$ cat src/rtl/demux_8ch.sv
// Registered 1-to-8 demultiplexer with per-channel holding registers,
// valid/ack release, round-robin auto routing and a sticky select error.
module demux_8ch #(
   parameter int DW = 4,
   parameter int CW = 8
) (
   input  logic          clk,
   input  logic          rst_n,
   input  logic [DW-1:0] din,
   input  logic [3:0]    c,
   input  logic          in_valid,
   output logic          in_ready,
   input  logic          auto_mode,
   input  logic          err_clr,
   output logic [DW-1:0] out0,
   output logic [DW-1:0] out1,
   output logic [DW-1:0] out2,
   output logic [DW-1:0] out3,
   output logic [DW-1:0] out4,
   output logic [DW-1:0] out5,
   output logic [DW-1:0] out6,
   output logic [DW-1:0] out7,
   output logic [7:0]    out_valid,
   input  logic [7:0]    out_ack,
   output logic          err,
   output logic [2:0]    ptr,
   output logic [CW-1:0] xfer_cnt
);

   logic [DW-1:0] data_q [8];
   logic [DW-1:0] data_d [8];
   logic [7:0]    vld_q, vld_d;
   logic          err_q, err_d;
   logic [2:0]    ptr_q, ptr_d;
   logic [CW-1:0] cnt_q, cnt_d;
   logic [2:0]    tgt;
   logic          tgt_ok;
   logic          acc;

   always_comb begin
      tgt      = auto_mode ? ptr_q : c[2:0];
      tgt_ok   = auto_mode | ~c[3];
      // an ack on the target frees the slot in the same cycle
      in_ready = rst_n & (~tgt_ok | ~vld_q[tgt] | out_ack[tgt]);
      acc      = in_valid & in_ready;
      data_d   = data_q;
      vld_d    = vld_q & ~out_ack;
      err_d    = err_q & ~err_clr;
      ptr_d    = ptr_q;
      cnt_d    = cnt_q;
      if (acc & tgt_ok) begin
         data_d[tgt] = din;
         vld_d[tgt]  = 1'b1;
         cnt_d       = cnt_q + CW'(1);
         if (auto_mode)
            ptr_d = ptr_q + 3'd1;
      end
      if (acc & ~tgt_ok)
         err_d = 1'b1;
   end

   always_ff @(posedge clk or negedge rst_n) begin
      if (!rst_n) begin
         for (int k = 0; k < 8; k++)
            data_q[k] <= '0;
         vld_q <= '0;
         err_q <= 1'b0;
         ptr_q <= '0;
         cnt_q <= '0;
      end else begin
         for (int k = 0; k < 8; k++)
            data_q[k] <= data_d[k];
         vld_q <= vld_d;
         err_q <= err_d;
         ptr_q <= ptr_d;
         cnt_q <= cnt_d;
      end
   end

   assign out0      = data_q[0];
   assign out1      = data_q[1];
   assign out2      = data_q[2];
   assign out3      = data_q[3];
   assign out4      = data_q[4];
   assign out5      = data_q[5];
   assign out6      = data_q[6];
   assign out7      = data_q[7];
   assign out_valid = vld_q;
   assign err       = err_q;
   assign ptr       = ptr_q;
   assign xfer_cnt  = cnt_q;

endmodule
$ cat config.mk
export PLATFORM = sky130hd
export DESIGN_NAME = demux_8ch
export DESIGN_NICKNAME = d
export VERILOG_FILES = /design/src/rtl/demux_8ch.sv
export SDC_FILE = /design/constraint.sdc
export NUM_CORES = 1
export LEC_CHECK = 0
export BUFFER_PORTS_ARGS = -buffer_cell sky130_fd_sc_hd__buf_2
export CAP_MARGIN = 10
export CORE_MARGIN = 2
export CORE_UTILIZATION = 55
export CTS_BUF_LIST = sky130_fd_sc_hd__clkbuf_2
export DETAILED_ROUTE_END_ITERATION = 8
export PLACE_DENSITY = 0.85
export RECOVER_POWER = 25
export REMOVE_ABC_BUFFERS = 1
export SLEW_MARGIN = 20
export SYNTH_ARGS = -nofsm -noshare
export SYNTH_HDL_FRONTEND = slang
export SYNTH_SLANG_ARGS = --single-unit
$ cat constraint.sdc
create_clock -name clk -period 5.4 [get_ports clk]
set_clock_uncertainty 0.2 [all_clocks]
set_input_delay 1.62 -clock clk [delete_from_list [all_inputs] [get_ports clk]]
set_output_delay 1.62 -clock clk [all_outputs]
set_load 0.005 [all_outputs]
==> results.tsv <==
metric	value	unit
cell with the most instances after synthesis	dfrtp_1	
Synth Area in Adders	1.04	%
antenna violations before repair	0	
post-place instance area	2840	µm²
final worst slack	305	ps
synth top area cells	dfrtp_1 (54%), mux2_2 (15%), mux2_4 (3.1%), xnor2_1 (2.2%), nand2_1 (1.6%)	
full die area	4940	µm²
critical path class	primary input to output port	
Yosys warning count	0	
first-pass GRT wire length	8.98	mm
total grt overflow	0	
Post-Synthesis Cells	188	
post-synthesis compound-gate area fraction	6.47	%
Critical Path Start	auto_mode	
fin. max-slew vios	37	
clock sinks	52	
CP required	3580	ps
main combinational cell family by area after synthesis	multiplexers	
Seq/Total Area, Yosys	53.9	%
RSZ-0062 raised after global routing	false	
max-cap violation count	1	
core footprint	4290	µm²
hold wc startpoint	xfer_cnt[7]	
outcome	finished, violations left	
Worst-Margin Slew	1860	ps
DP HPWL	3.98	mm
via density per instance	5.58	
total setup buffers inserted after CTS	0	
insertion delay to the later sink of the worst-skew pair	430	ps
Die Span Y	70.3	µm
Met2 Wirelength	2.56	mm
number of global-route vias before repair	1880	
simple-gate share of the synthesized area	14.3	%
final hold violation count	0	
register bit total from synthesis	52	
CTS tree	yes	
die width	70.3	µm
largest area contributor in the netlist	dfrtp_1	
n_diodes	0	
Num CTS Buffers	5	
Hold-fix buffers, CTS	0	
share of the clock period used by the worst path	94.4	%
Initial Util	56.3	%
H-Tree Depth	2	
Total Routing Usage GR	23.4	%
global placer's final weighted congestion	0.875	
Worst Path Max Fanout	15	
# DRC	0	
pre-CTS setup slack	303	ps
Layout fillers	359	
Worst VDD drop	0.259	mV
EDFF count, synth	0	
P_leak	1.52	nW
DRT antenna net count	0	
Detailed Route WL	5.33	mm
Main synth FF type	dfrtp_1	
failing checks	max-capacitance violations, max-slew violations	
# setup viols final	0	
Yosys top cell area share	53.9	%
IO Pins	74	
Top Metal Used	met4	
Met3 Wirelength	436	µm
syn avg cell area	12.9	µm²
top cells by count, synth	dfrtp_1 (52), mux2_2 (32), nand2_1 (10), xnor2_1 (6)	
final instance area	2890	µm²
HP Class	register to register	
Metal-1 WL	2.22	mm
port buffer count	73	
Layout area overhead	19.8	%
Iteration-0 DRC Markers	86	
synthesized area	2420	µm²
post-cts gate resize count	0	
reg2reg start	ptr[0]	
DR WL/cell	16.8	µm
post-synthesis xor/xnor area fraction	3.26	%
Power Density	454	nW/µm²
Final #Nets	290	
pin count of the biggest net entering global routing	37	
via count	1773	
FMAX	196	MHz
fraction of layout cells with a size suffix above 1	48.1	%
min cycle time layout	5100	ps
Root Buffer	clkbuf_2	
Synth cell types	42	
Setup Total Neg Slack	0	ps
CTS clock-pin slew for the worst setup and hold paths	240	ps
CTS Buffer Depth	2	
drt pass-1 iters	4	
row count	24	
mux contribution to synthesized area	19.3	%
asr flop ratio synth	100	%
CP endpoint kind	output port	
max_slew headroom	-23.9	%
Worst setup SP type	primary input	
critical path arrival	3280	ps
-- through the flow --
step	hold slack, ps	power, mW	instances	utilization [%]
floorplan	269	0.902	184	-
global placement	256	1.12	312	66.2
detailed placement	277	1.14	312	66.2
CTS	305	1.33	318	67.5
global route	317	1.41	318	67.4
finish	292	1.31	318	67.4
-- power breakdown --
group          internal (mW)  switching [mW]
clock network         0.0734           0.113
logic                  0.281           0.209
registers              0.532           0.105
-- kinds of logic after synthesis --
family / after synthesis
mux: 40
flops: 52
xor+xnor: 9
compound gates: 20
simple gates: 56
buf+inv: 9
fa+ha+maj: 2
-- sequential cells by signal, summed over array words and instances (netlist names) --
register / flops
out_valid: 8
xfer_cnt: 8
out0: 4
out1: 4
out2: 4
out3: 4
out4: 4
out5: 4
out6: 4
out7: 4
ptr: 3
err: 1
-- cell type report --
class | count | area, µm² | share of cell area (%)
Clock buffer | 5 | 25.0 | 0.865
Sequential cell | 52 | 1300 | 45.0
Multi-Input combinational cell | 127 | 1070 | 37.0
Clock inverter | 1 | 30.0 | 1.04
Timing Repair Buffer | 76 | 383 | 13.2
Inverter | 5 | 18.8 | 0.649
Tap cell | 52 | 65.1 | 2.25
-- per-layer routing --
| layer | vias up | track usage [%] |
|---|---|---|
| li1 | 832 | - |
| met1 | 858 | 29.4 |
| met2 | 73 | 37.9 |
| met3 | 10 | 7.50 |
| met4 | 0 | 8.12 |
| met5 | - | 0 |
-- worst paths after layout --
kind                          endpoint  slack (ps)  depth (start not counted)
min in group asynchronous  xfer_cnt[5]        1080                          1
max                           in_ready         300                          7
max in group asynchronous      out3[0]        1680                          2
min reg2reg                xfer_cnt[7]         290                          1
min                        xfer_cnt[7]         290                          1
max reg2reg                    out4[1]        2670                          6
-- worst max-delay path: stages --
cell      delay [ps]
buf_2            240
mux2i_1          470
nor2_1           110
a211oi_1         340
o211ai_1         180
and2_1           180
buf_2            120
-- cell usage in the layout, fill, tap and decap left out, types with 3 or more instances in the layout --
| cell | synthesis | routed |
|---|---|---|
| buf_2 | 2 | 72 |
| dfrtp_1 | 52 | 52 |
| mux2_2 | 32 | 32 |
| nand2_1 | 10 | 10 |
| xnor2_1 | 6 | 6 |
| o21ai_0 | 5 | 5 |
| mux2_4 | 5 | 5 |
| nor2_1 | 5 | 5 |
| inv_1 | 5 | 5 |
| nand4_1 | 5 | 5 |
| clkbuf_2 | 0 | 5 |
| nor3b_1 | 4 | 4 |
| nor3_1 | 4 | 4 |
| nand2b_1 | 4 | 4 |
| nand3_1 | 4 | 4 |
| mux2i_1 | 3 | 3 |
| nor2b_1 | 3 | 3 |
| a211oi_1 | 3 | 3 |
| xor2_1 | 3 | 3 |
Note: power is estimated with default switching activity, not from simulation.
